$ cat config.mk
export PLATFORM = sky130hd
export DESIGN_NAME = bram_stream_reader_flat
export DESIGN_NICKNAME = d
export VERILOG_FILES = /design/src/rtl/bram_stream_reader_if.sv /design/src/rtl/bram_stream_reader.sv /design/src/flat_wrapper.sv
export SDC_FILE = /design/constraint.sdc
export NUM_CORES = 1
export LEC_CHECK = 0
export BUFFER_PORTS_ARGS = -buffer_cell sky130_fd_sc_hd__clkbuf_2
export CORE_UTILIZATION = 55
export CTS_CLUSTER_SIZE = 40
export DETAILED_ROUTE_END_ITERATION = 12
export PLACE_DENSITY = 0.79
export SLEW_MARGIN = 10
export SYNTH_ARGS = -nofsm -noshare
export SYNTH_HDL_FRONTEND = slang
export SYNTH_SLANG_ARGS = --single-unit
$ cat constraint.sdc
create_clock -name clock -period 2.7 [get_ports clock]
set_clock_uncertainty 0.15 [all_clocks]
set_input_delay 0.135 -clock clock [delete_from_list [all_inputs] [get_ports clock]]
set_output_delay 0.135 -clock clock [all_outputs]
set_load 0.03 [all_outputs]
$ cat src/rtl/bram_stream_reader_if.sv
// Handshake bundle for bram_stream_reader: command channel, BRAM read port and output stream.
//   master : the reader (takes the command, drives the BRAM read and the output stream)
//   slave  : the environment (issues commands, models the BRAM, consumes the stream)
// Signals:
//   cmd_valid/cmd_ready/cmd_addr/cmd_length    command handshake
//   bram_read_en/bram_read_addr/bram_read_data BRAM read port (1-cycle registered latency)
//   out_valid/out_ready/out_data/out_last      byte stream
//   done                                       one-cycle completion pulse
interface bram_stream_reader_if #(
  parameter int unsigned ADDR_WIDTH = 10
);
  logic                  cmd_valid;
  logic                  cmd_ready;
  logic [ADDR_WIDTH-1:0] cmd_addr;
  logic [ADDR_WIDTH:0]   cmd_length;
  logic                  bram_read_en;
  logic [ADDR_WIDTH-1:0] bram_read_addr;
  logic [7:0]            bram_read_data;
  logic                  out_valid;
  logic                  out_ready;
  logic [7:0]            out_data;
  logic                  out_last;
  logic                  done;

  modport master (
    input  cmd_valid, cmd_addr, cmd_length, bram_read_data, out_ready,
    output cmd_ready, bram_read_en, bram_read_addr, out_valid, out_data, out_last, done
  );

  modport slave (
    output cmd_valid, cmd_addr, cmd_length, bram_read_data, out_ready,
    input  cmd_ready, bram_read_en, bram_read_addr, out_valid, out_data, out_last, done
  );
endinterface

$ cat src/rtl/bram_stream_reader.sv
// Read-side master for bram_t byte memories. Takes a (start address, length) command, reads the
// BRAM one byte per cycle through a 3-entry FIFO and returns a valid/ready byte stream with a
// last flag, followed by a one-cycle done pulse.
// Ports:
//   clock  single clock for the block and the attached BRAM
//   reset  asynchronous, active-high reset; aborts any command in progress
//   bus    bram_stream_reader_if.master (command, BRAM read port, output stream, done)
// Optional feature: define BRAM_READER_OFFSET_SUB_EN to subtract OFFSET (8-bit wrap) from every
// byte before it enters the FIFO; otherwise bytes pass unmodified and OFFSET is ignored.
module bram_stream_reader #(
  parameter int unsigned ADDR_WIDTH = 10,
  parameter logic [7:0]  OFFSET     = 8'd0
) (
  input logic                   clock,
  input logic                   reset,
  bram_stream_reader_if.master  bus
);

  typedef enum logic [1:0] {StIdle, StFetch, StDrain, StDone} state_e;

  state_e                state_q;
  logic [ADDR_WIDTH-1:0] addr_q;
  logic [ADDR_WIDTH:0]   remaining_q;
  logic                  inflight_q;
  logic                  inflight_last_q;
  logic [7:0]            fifo_data_q [3];
  logic [2:0]            fifo_last_q;
  logic [1:0]            wr_ptr_q;
  logic [1:0]            rd_ptr_q;
  logic [1:0]            count_q;

  logic                  accept;
  logic                  issue;
  logic                  push;
  logic                  pop;
  logic                  final_issue;
  logic [7:0]            push_data;

  assign accept = bus.cmd_valid && bus.cmd_ready;

  // Credit rule: bytes in the FIFO plus the one in flight never exceed 3, so a push can never
  // hit a full FIFO. Deliberately independent of out_ready.
  assign issue = (state_q == StFetch) && (remaining_q != '0) &&
                 (({1'b0, count_q} + {2'b00, inflight_q}) < 3'd3);
  assign final_issue = issue && (remaining_q == {{ADDR_WIDTH{1'b0}}, 1'b1});

  assign push = inflight_q;
  assign pop  = bus.out_valid && bus.out_ready;

`ifdef BRAM_READER_OFFSET_SUB_EN
  assign push_data = bus.bram_read_data - OFFSET;
`else
  assign push_data = bus.bram_read_data;
  logic unused_offset;
  assign unused_offset = ^OFFSET;
`endif

  assign bus.cmd_ready      = (state_q == StIdle) && !reset;
  assign bus.bram_read_en   = issue;
  assign bus.bram_read_addr = addr_q;
  assign bus.out_valid      = (count_q != 2'd0);
  assign bus.out_data       = fifo_data_q[rd_ptr_q];
  assign bus.out_last       = fifo_last_q[rd_ptr_q];
  assign bus.done           = (state_q == StDone);

  function automatic logic [1:0] ptr_inc(input logic [1:0] p);
    return (p == 2'd2) ? 2'd0 : p + 2'd1;
  endfunction

  always_ff @(posedge clock or posedge reset) begin
    if (reset) begin
      state_q         <= StIdle;
      addr_q          <= '0;
      remaining_q     <= '0;
      inflight_q      <= 1'b0;
      inflight_last_q <= 1'b0;
      fifo_data_q[0]  <= 8'd0;
      fifo_data_q[1]  <= 8'd0;
      fifo_data_q[2]  <= 8'd0;
      fifo_last_q     <= 3'b000;
      wr_ptr_q        <= 2'd0;
      rd_ptr_q        <= 2'd0;
      count_q         <= 2'd0;
    end else begin
      // Read pipeline: BRAM data for a read issued last cycle is present now.
      inflight_q      <= issue;
      inflight_last_q <= final_issue;
      if (push) begin
        fifo_data_q[wr_ptr_q] <= push_data;
        fifo_last_q[wr_ptr_q] <= inflight_last_q;
        wr_ptr_q              <= ptr_inc(wr_ptr_q);
      end
      if (pop) begin
        rd_ptr_q <= ptr_inc(rd_ptr_q);
      end
      count_q <= count_q + {1'b0, push} - {1'b0, pop};

      if (issue) begin
        addr_q      <= addr_q + ADDR_WIDTH'(1);
        remaining_q <= remaining_q - (ADDR_WIDTH + 1)'(1);
      end

      unique case (state_q)
        StIdle: begin
          if (accept) begin
            addr_q      <= bus.cmd_addr;
            remaining_q <= bus.cmd_length;
            // A zero-length command passes through DRAIN (already empty), so done
            // lands two cycles after acceptance.
            state_q     <= (bus.cmd_length == '0) ? StDrain : StFetch;
          end
        end
        StFetch: begin
          if (final_issue) state_q <= StDrain;
        end
        StDrain: begin
          // Nothing in flight and either empty, or the last byte leaves this cycle.
          if (!inflight_q && ((count_q == 2'd0) || ((count_q == 2'd1) && pop))) begin
            state_q <= StDone;
          end
        end
        StDone: begin
          state_q <= StIdle;
        end
        default: begin
          state_q <= StIdle;
        end
      endcase
    end
  end

endmodule
$ cat src/flat_wrapper.sv
// flat-port wrapper written by rule: the top's interface ports become plain ports
module bram_stream_reader_flat 
#(
  parameter int unsigned ADDR_WIDTH = 10,
  parameter logic [7:0]  OFFSET     = 8'd0
)
  (clock, reset, bus_cmd_valid, bus_cmd_addr, bus_cmd_length, bus_bram_read_data, bus_out_ready, bus_cmd_ready, bus_bram_read_en, bus_bram_read_addr, bus_out_valid, bus_out_data, bus_out_last, bus_done);
  bram_stream_reader_if #(.ADDR_WIDTH(ADDR_WIDTH)) bus_i ();
  input logic clock;
  input logic reset;
  input wire logic [$bits(bus_i.cmd_valid)-1:0] bus_cmd_valid;
  input wire logic [$bits(bus_i.cmd_addr)-1:0] bus_cmd_addr;
  input wire logic [$bits(bus_i.cmd_length)-1:0] bus_cmd_length;
  input wire logic [$bits(bus_i.bram_read_data)-1:0] bus_bram_read_data;
  input wire logic [$bits(bus_i.out_ready)-1:0] bus_out_ready;
  output wire logic [$bits(bus_i.cmd_ready)-1:0] bus_cmd_ready;
  output wire logic [$bits(bus_i.bram_read_en)-1:0] bus_bram_read_en;
  output wire logic [$bits(bus_i.bram_read_addr)-1:0] bus_bram_read_addr;
  output wire logic [$bits(bus_i.out_valid)-1:0] bus_out_valid;
  output wire logic [$bits(bus_i.out_data)-1:0] bus_out_data;
  output wire logic [$bits(bus_i.out_last)-1:0] bus_out_last;
  output wire logic [$bits(bus_i.done)-1:0] bus_done;
  assign bus_i.cmd_valid = bus_cmd_valid;
  assign bus_i.cmd_addr = bus_cmd_addr;
  assign bus_i.cmd_length = bus_cmd_length;
  assign bus_i.bram_read_data = bus_bram_read_data;
  assign bus_i.out_ready = bus_out_ready;
  assign bus_cmd_ready = bus_i.cmd_ready;
  assign bus_bram_read_en = bus_i.bram_read_en;
  assign bus_bram_read_addr = bus_i.bram_read_addr;
  assign bus_out_valid = bus_i.out_valid;
  assign bus_out_data = bus_i.out_data;
  assign bus_out_last = bus_i.out_last;
  assign bus_done = bus_i.done;
  bram_stream_reader #(.ADDR_WIDTH(ADDR_WIDTH), .OFFSET(OFFSET)) u_core (.clock(clock), .reset(reset), .bus(bus_i));
endmodule
## Word level (Yosys, flattened, before mapping)

Cells that the tools add are included.

| operators by class | value |
|---|---|
| order comparisons | 7 |
| $add $sub $neg | 7 |
| equal/unequal tests | 10 |
| mux-type cells | 24 |
| reduce and logical (&&, ||, !) cells | 19 |
| bitwise gates (word level) | 2 |

Operator list:

| operator | count |
|---|---|
| 11-bit 2-to-1 mux | 3 |
| 10-bit 2-to-1 mux | 3 |
| 24-bit bitwise mux | 1 |
| 8-bit 2-to-1 mux | 3 |
| 8-bit binary-select mux with 2-bit select | 1 |
| 8-bit demux with 2-bit select | 1 |
| 2-bit 2-to-1 mux | 6 |
| 11-bit by 1-bit == test with 1-bit output, second input constant | 1 |
| 11-bit zero test | 1 |
| 11-bit nonzero test | 1 |
| 11-bit by 1-bit subtractor with 11-bit output, second input constant | 1 |
| 10-bit by 1-bit adder with 10-bit output, second input constant | 1 |
| 1-bit logical AND | 10 |
| 2-bit == test, second input constant | 4 |
| 2-bit case mux with 4 select lines | 1 |
| 3-bit greater-or-equal comparator, second input constant | 2 |
| 2-bit by 3-bit less-than comparator with 1-bit output, second input constant | 2 |
| 2-bit by 1-bit inequality test with 1-bit output, second input constant | 3 |
| 2-bit inverter with 3-bit output | 2 |
| 2-bit by 1-bit adder with 2-bit output, second input constant | 2 |
| 2-bit by 1-bit == test with 1-bit output, second input constant | 2 |
| 2-bit zero test | 2 |
| 2-bit by 1-bit adder with 3-bit output | 1 |
| 3-bit bitwise mux | 1 |
| other kinds (12) | 14 |

| word-level totals | value |
|---|---|
| output and inout bits | 23 |
| flip-flop bits (word level) | 58 |

## Depth between registers and ports, before layout

Gate-level depths: netlist of run 1.

| logic depth | value |
|---|---|
| depth after elaboration | 7 |
| depth in mapped cells | 8 |

## Worst setup path before layout of run 1

Ideal clock, no wire load.

| path | value |
|---|---|
| kind | flip-flop to flip-flop |
| start point | register u_core.state_q[0] |
| end point | register u_core.state_q[1] |
| arrival time | 1.968 ns |
| stages on the path, launching flop included | 8 |
| setup slack | 0.457 ns |
| data required time | 2.425 ns |
| cell sequence | dfrtp_1 -> inv_1 -> ha_1 -> nor2b_1 -> nand2_1 -> a22oi_1 -> o21ai_2 -> mux2_2 |

RTL lines:

| what | line | text |
|---|---|---|
| start: declaration | bram_stream_reader.sv:21 | `state_e state_q;` |
| start signal: assignment | bram_stream_reader.sv:72 | `state_q <= StIdle;` |
| start signal: assignment | bram_stream_reader.sv:110 | `state_q <= (bus.cmd_length == '0) ? StDrain : StFetch;` |
| start signal: assignment | bram_stream_reader.sv:114 | `if (final_issue) state_q <= StDrain;` |
| 2-bit zero test | bram_stream_reader.sv:58 | `assign bus.cmd_ready = (state_q == StIdle) && !reset;` |
| 1-bit logical AND | bram_stream_reader.sv:58 |  |
| net bus_cmd_ready | flat_wrapper.sv:16 | `output wire logic [$bits(bus_i.cmd_ready)-1:0] bus_cmd_ready;` |
| 1-bit logical AND | bram_stream_reader.sv:39 | `assign accept = bus.cmd_valid && bus.cmd_ready;` |
| 2-bit by 1-bit inequality test with 1-bit output (no source line) | n/a |  |
| 3-bit AND reduction (no source line) | n/a |  |

The timed path passes the listed nets, and every way through them passes these cells.
A chain may end at the register's enable or synchronous reset.

## Final worst setup path of run 1

| path | value |
|---|---|
| start point | register u_core.count_q[0] |
| end point | output port bus_bram_read_en |

| on the way | value |
|---|---|
| word-level cells in the longest chain between the ends | 3 |

Ends and longest elaborated chain:

| what | line | text |
|---|---|---|
| start: declaration | bram_stream_reader.sv:30 | `logic [1:0] count_q;` |
| start signal: assignment | bram_stream_reader.sv:96 | `count_q <= count_q + {1'b0, push} - {1'b0, pop};` |
| 2-bit by 1-bit adder with 3-bit output | bram_stream_reader.sv:44 | `(({1'b0, count_q} + {2'b00, inflight_q}) < 3'd3);` |
| 3-bit by 2-bit less-than comparator with 1-bit output | bram_stream_reader.sv:44 |  |
| 1-bit logical AND | bram_stream_reader.sv:43 | `assign issue = (state_q == StFetch) && (remaining_q != '0) &&` |
| end: declaration | flat_wrapper.sv:17 | `output wire logic [$bits(bus_i.bram_read_en)-1:0] bus_bram_read_en;` |

No other way between the ends.

==> impl_metrics.py, run 1 <==
metrics = {
    "cells_and_area": {
        "drive_above_1_share_pct": 30.8,
        "fillCellCount": 379,
        "area_growth_pct": 27.9,
        "final_util_pct": 74.2,
        "final_nets": 418,
        "num_antenna_cells": 0,
    },
    "cts": {
        "clock-sinks": 58,
        "insertion_delay_ps": 350,
        "cts_max_level": 3,
        "cts_tree": "done",
        "path_clk_slew_ps": 70,
        "cts_buffers": 9,
        "clock-root-buffer": "clkbuf_8",
        "ctsLongestPathBuffers": 2,
    },
    "drt": {
        "wl_mm": 6.71,
        "first_pass_iters": 5,
        "drc": 0,
        "vias": 2434,
        "wire_per_inst_um": 15.0,
        "ant_nets": 0,
        "drt_iter0_markers": 87,
        "via_per_inst": 5.45,
    },
    "synthesis": {
        "ys_seq_area_share_pct": 48.1,
        "synth_top_family_by_area": "multiplexers",
        "avgSynthCellArea_um2": 10.7,
        "synth.distinct_cells": 38,
        "synth-edff-count": 0,
        "synth_area_um2": 3020,
        "synthSimpleGateAreaFrac_pct": 15.5,
        "postSynthCellCount": 281,
        "yosysMostFrequentCell": "dfrtp_1",
        "synthMuxAreaShare_pct": 15.5,
        "ys.flop_type": "dfrtp_1",
        "ys_top_cells_by_area": "dfrtp_1, mux2_2, ha_1",
        "synth_xor_area_share_pct": 5.51,
        "synth_adder_area_share_pct": 5.39,
        "yosysTopAreaCell": "dfrtp_1",
        "synth.top_cell.area_share_pct": 48.1,
        "synth_seq_cells": 58,
        "async_flop_share_pct": 100,
        "ys_warn_count": 0,
        "syn-num-nets": 327,
        "synth_compound_area_share_pct": 6.88,
        "synth_common_cells": "dfrtp_1, mux2_2, nor2_1",
    },
    "global_route": {
        "met3_usage_pct": 6.59,
        "antenna_found_initial": 0,
        "grt_pass1_wl_mm": 11.7,
        "grtUsageMet2_pct": 45.2,
        "top_usage_layer": "met2",
        "grt_overflow": 0,
        "grt_start_max_net_pins": 40,
        "use_met1_pct": 31.1,
        "grtUsageTotal_pct": 25.9,
        "grt_pass1_vias": 2619,
    },
    "sta": {
        "final-max-slew-violation-count": 0,
        "whs_ps": 19.0,
        "rsz0062_at_grt": "false",
        "worst_pin_slew_ps": 617,
        "fin_crit_sh_pct": 94.6,
        "fin_setup_tns_ps": 0,
        "slew_headroom_pct": 58.8,
        "hold_violations": 0,
        "finalSetupViolations": 0,
        "post-route-min-period_ps": 2550,
        "fmax_ghz": 0.392,
    },
    "worst_hold_path": {
        "min-delay-path-class": "input port to register",
    },
    "worst_setup_path": {
        "crit_cells": 6,
        "path_max_fanout": 12,
        "crit-reg2reg-launch": "u_core.remaining_q[0]",
        "endpoint_kind": "primary output",
        "rr_endpoint": "u_core.remaining_q[1]",
        "crit_end": "bus_bram_read_en",
        "worst_ep_arrival_time_ps": 2270,
        "cp_slowest_stage_delay_ps": 410,
        "rr_worst_depth": 7,
        "worst-path-buf-inv": 1,
        "start_kind": "register",
        "path_common_cell": "ha_1",
        "crit_start": "u_core.count_q[0]",
        "path_delay_family": "simple AND/OR/NAND/NOR gates",
        "ff2ff_setup_slack_ps": 350,
        "cp.required_ps": 2410,
        "path_cells": "ha_1 > ha_1 > and2b_2 > nand2_1 > nor2_2 > clkbuf_2",
        "path_class": "register to primary output",
        "cp_slowest_cell": "dfrtp_1",
    },
    "run_status": {
        "status": "completed",
    },
    "pwr": {
        "max-vdd-ir-drop_mv": 0.895,
        "leakage_nw": 1.78,
        "power_density_nw_per_um2": 1100,
    },
    "flow_run": {
        "drv_cap": 0,
    },
    "die": {
        "die_h_um": 76.1,
        "die_x_um": 76.1,
        "core_area_um2": 5200,
        "num_rows": 26,
        "initial_core_util_pct": 58.0,
        "die_area_um2": 5790,
        "ioPinCount": 56,
    },
    "placement": {
        "place_congestion": 0.812,
        "hpwl_mm": 4.39,
        "numPortBuffers": 55,
    },
}
[flip-flops by register name, summed over array words and instances (netlist names)]
name,count
u_core.bus.bram_read_addr,10
u_core.inflight_last_q,1
u_core.fifo_last_q,3
u_core.fifo_data_q,24
u_core.inflight_q,1
u_core.state_q,2
u_core.count_q,2
u_core.wr_ptr_q,2
u_core.rd_ptr_q,2
u_core.remaining_q,11
[worst min path at each step]
stage | start | endpoint | slack [ps] | cells past startpoint
3_5_place_dp | reset | u_core.state_q[0] | 20 | 2
6_report | bus_out_ready | u_core.rd_ptr_q[0] | 20 | 3
2_1_floorplan | bus_cmd_length[1] | u_core.remaining_q[1] | 140 | 1
3_3_place_gp | reset | u_core.state_q[0] | 8 | 2
5_1_grt | bus_out_ready | u_core.rd_ptr_q[0] | 50 | 3
4_1_cts | bus_out_ready | u_core.rd_ptr_q[0] | 3 | 3
[tightest hold or removal path, stage by stage]
cell and delay, ps:
clkbuf_2 90, nand2_1 130, a21o_1 130
[metal layers]
metal  share of wire, %  vias up  routed length [µm]
met5                  0        -                   0
met4                1.2        0                  80
met3                5.3       12                 354
met2                 51       86                3410
met1                 43     1174                2870
li1                   -     1162                   -
[repair_timing]
item / 4_1_cts / 5_1_grt
setup buffers: 0 / 0
endpoints found under the hold margin: 64 / 0
gates resized for setup: 0 / 0
hold buffers: 30 / 0
[placed cells by master (no fill, tap or decap), drive strengths merged, types with 2 or more instances in the layout]
cell type     n
nand3         6
inv          13
nor2         28
dfrtp        58
nor3          7
nor4          9
o21ai        16
ha           13
mux2i        13
nor4b         4
dlygate4sd3  30
clkinvlp      3
clkbuf       65
nor3b         3
clkinv        2
mux2         30
nand2        19
a21o          2
nor2b         2
buf           5
xnor2        18
a21oi        19
[metrics by stage]
stage | instance area, µm² | cells | setup slack (ps) | power [W]
6_report | 3860 | 447 | 146 | 0.00427
5_1_grt | 3860 | 447 | 8.31 | 0.00458
4_1_cts | 3860 | 447 | 137 | 0.00427
3_5_place_dp | 3380 | 401 | 392 | 0.00349
3_3_place_gp | 3380 | 401 | 473 | 0.00340
2_1_floorplan | 3020 | 281 | 457 | 0.00299
[report_power, final]
part	internal, W	switching, W
Combinational	0.000868	0.00111
Clock	0.000357	0.000374
Sequential	0.00123	0.000329
[layout make-up]
class / instances / area, µm² / share of cell area, %
inverter: 12 / 45.0 / 1.17
clock inverter: 6 / 41.3 / 1.07
timing repair buffer: 90 / 626 / 16.2
sequential: 58 / 1450 / 37.6
clock buffer: 10 / 138 / 3.56
tap: 70 / 87.6 / 2.27
multi-input combinational: 201 / 1470 / 38.1
[cells by family after synthesis]
kind of cell | Yosys count
flip-flops | 58
AO/OA/AOI/OAI | 39
AND/OR/NAND/NOR | 87
buffers and inverters | 22
multiplexers | 43
adder cells (fa/ha/maj) | 13
XOR/XNOR | 19
Note: power is estimated with default switching activity, not from simulation.
==> inputs of run 2 (changes only) <==
--- a/config.mk
+++ b/config.mk
@@ -10,6 +10,7 @@
 export CTS_CLUSTER_SIZE = 40
 export DETAILED_ROUTE_END_ITERATION = 12
 export PLACE_DENSITY = 0.79
+export REMOVE_ABC_BUFFERS = 1
 export SLEW_MARGIN = 10
 export SYNTH_ARGS = -nofsm -noshare
 export SYNTH_HDL_FRONTEND = slang
==> impl_metrics.py, run 2 (synthesis gave the netlist of run 1 again) <==
metrics = {
    "global_route": {
        "grt_pass1_vias": 2430,
        "grt_start_max_net_pins": 59,
        "grtUsageTotal_pct": 23.2,
        "grt_overflow": 0,
        "grt_pass1_wl_mm": 10.6,
        "antenna_found_initial": 0,
    },
    "sta": {
        "rsz0062_at_grt": "false",
        "fin_crit_sh_pct": 93.5,
        "final-max-slew-violation-count": 0,
        "hold_violations": 0,
        "finalSetupViolations": 0,
        "worst_pin_slew_ps": 710,
        "setup_ws_ps": 176,
        "whs_ps": 40.3,
        "fmax_ghz": 0.396,
        "post-route-min-period_ps": 2520,
        "fin_setup_tns_ps": 0,
        "slew_headroom_pct": 52.7,
    },
    "placement": {
        "dp_slack_ps": 403,
        "numPortBuffers": 55,
        "place_congestion": 0.806,
        "hpwl_mm": 3.92,
    },
    "drt": {
        "vias": 2361,
        "first_pass_iters": 4,
        "drc": 0,
        "drt_iter0_markers": 96,
        "ant_nets": 0,
        "wire_per_inst_um": 13.8,
        "via_per_inst": 5.28,
        "wl_mm": 6.19,
    },
    "worst_setup_path": {
        "crit-reg2reg-launch": "u_core.remaining_q[0]",
        "path_common_cell": "ha_1",
        "worst_ep_arrival_time_ps": 2240,
        "cp.required_ps": 2410,
        "path_cells": "ha_1 > ha_1 > and2b_2 > nand2_1 > nor2_2 > clkbuf_2",
        "start_kind": "register",
        "rr_endpoint": "u_core.remaining_q[1]",
        "path_max_fanout": 12,
        "path_class": "register to primary output",
        "endpoint_kind": "primary output",
        "rr_worst_depth": 7,
        "cp_slowest_cell": "dfrtp_1",
        "cp_slowest_stage_delay_ps": 420,
        "ff2ff_setup_slack_ps": 370,
    },
    "die": {
        "die_x_um": 76.1,
        "die_area_um2": 5790,
        "num_rows": 26,
        "core_area_um2": 5200,
        "die_h_um": 76.1,
        "ioPinCount": 56,
        "initial_core_util_pct": 58.0,
    },
    "flow_run": {
        "drv_cap": 0,
    },
    "pwr": {
        "power_density_nw_per_um2": 1140,
        "p_total_w": 0.00444,
        "leakage_nw": 1.81,
        "max-vdd-ir-drop_mv": 0.729,
    },
    "cells_and_area": {
        "num_antenna_cells": 0,
        "final_nets": 418,
        "largest_reg_flops": 24,
        "area_growth_pct": 29.5,
        "regMostFlops": "u_core.fifo_data_q",
        "final_common_cell": "dfrtp_1",
        "mostFrequentLayoutCells": "dfrtp_1, clkbuf_2, mux2_2, dlygate4sd3_1, nor2_1",
        "drive_above_1_share_pct": 30.8,
    },
    "cts": {
        "cts-resized-gates": 0,
        "cts_max_level": 3,
        "cts_buffers": 9,
        "path_clk_slew_ps": 60,
        "clock-sinks": 58,
        "post-cts-setup-buffers": 0,
        "ctsLongestPathBuffers": 2,
        "insertion_delay_ps": 330,
        "cts_tree": "done",
        "clock-root-buffer": "clkbuf_8",
    },
    "run_status": {
        "status": "completed",
    },
    "worst_hold_path": {
        "min-delay-path-class": "input port to register",
        "hp-start": "bus_out_ready",
        "hold_path_end": "u_core.rd_ptr_q[0]",
        "whs_path_depth": 3,
    },
}
## run 2: cell types whose count changed in the layout (fill, tap and decap cells not counted), sizes merged
cell and delta:
clkinvlp -2, inv -1, clkbuf +2, clkinv -1, bufinv +2
## run 2: metal layers
layer / part of all wire [%] / vias up / track usage, %
met2: 50 / 56 / 40.1
met1: 46 / 1135 / 28.4
met5: 0 / - / 0
li1: - / 1161 / -
met4: 1.8 / 0 / 12.1
met3: 3.1 / 9 / 3.23
## run 2: where the power goes
| group | switching, W | leakage [nW] | internal, W |
|---|---|---|---|
| Clock | 0.000341 | 0.119 | 0.000593 |
| Sequential | 0.000289 | 0.684 | 0.00123 |
| Combinational | 0.00111 | 1.01 | 0.000872 |
| Total | 0.00174 | 1.81 | 0.00269 |
## run 2: worst max-delay path: cells and delay by family, from the launching register on
family                     cells  cell delay (ps)
and+or+nand+nor                3              840
DFF                            1              420
adders and majority gates      2              370
buffers and inverters          1              280
## run 2: worst max path at each step
| stage | startpoint | endpoint | slack [ps] | cells after the start |
|---|---|---|---|---|
| after floorplan | u_core.state_q[0] | u_core.state_q[1] | -180 | 7 |
| after global placement | u_core.remaining_q[7] | u_core.remaining_q[1] | 460 | 5 |
| after detailed placement | u_core.remaining_q[0] | u_core.remaining_q[1] | 400 | 7 |
| after CTS | u_core.inflight_q | bus_bram_read_en | 160 | 6 |
| after global routing | u_core.inflight_q | bus_bram_read_en | 10 | 6 |
| final | u_core.inflight_q | bus_bram_read_en | 180 | 6 |
## run 2: per-stage QoR
| stage | area, µm² | cells | utilization, % |
|---|---|---|---|
| floorplan | 2970 | 271 | - |
| global placement | 3370 | 401 | 64.7 |
| detailed placement | 3370 | 401 | 64.7 |
| CTS | 3910 | 447 | 75.1 |
| global route | 3910 | 447 | 75.1 |
| finish | 3910 | 447 | 75.1 |
## run 2: final cells by class
cell class	instances	area, µm²
clock buffers	12	165
clock inverters	4	72.6
fillers	358	1300
inverters	12	45.0
multi-input cells	201	1470
flip-flops and latches	58	1450
well taps	70	87.6
repair buffers	90	613
## run 2: what timing repair did
action	CTS	global route
setup endpoints to repair	0	0
hold buffers	30	0
hold endpoints to repair	103	0
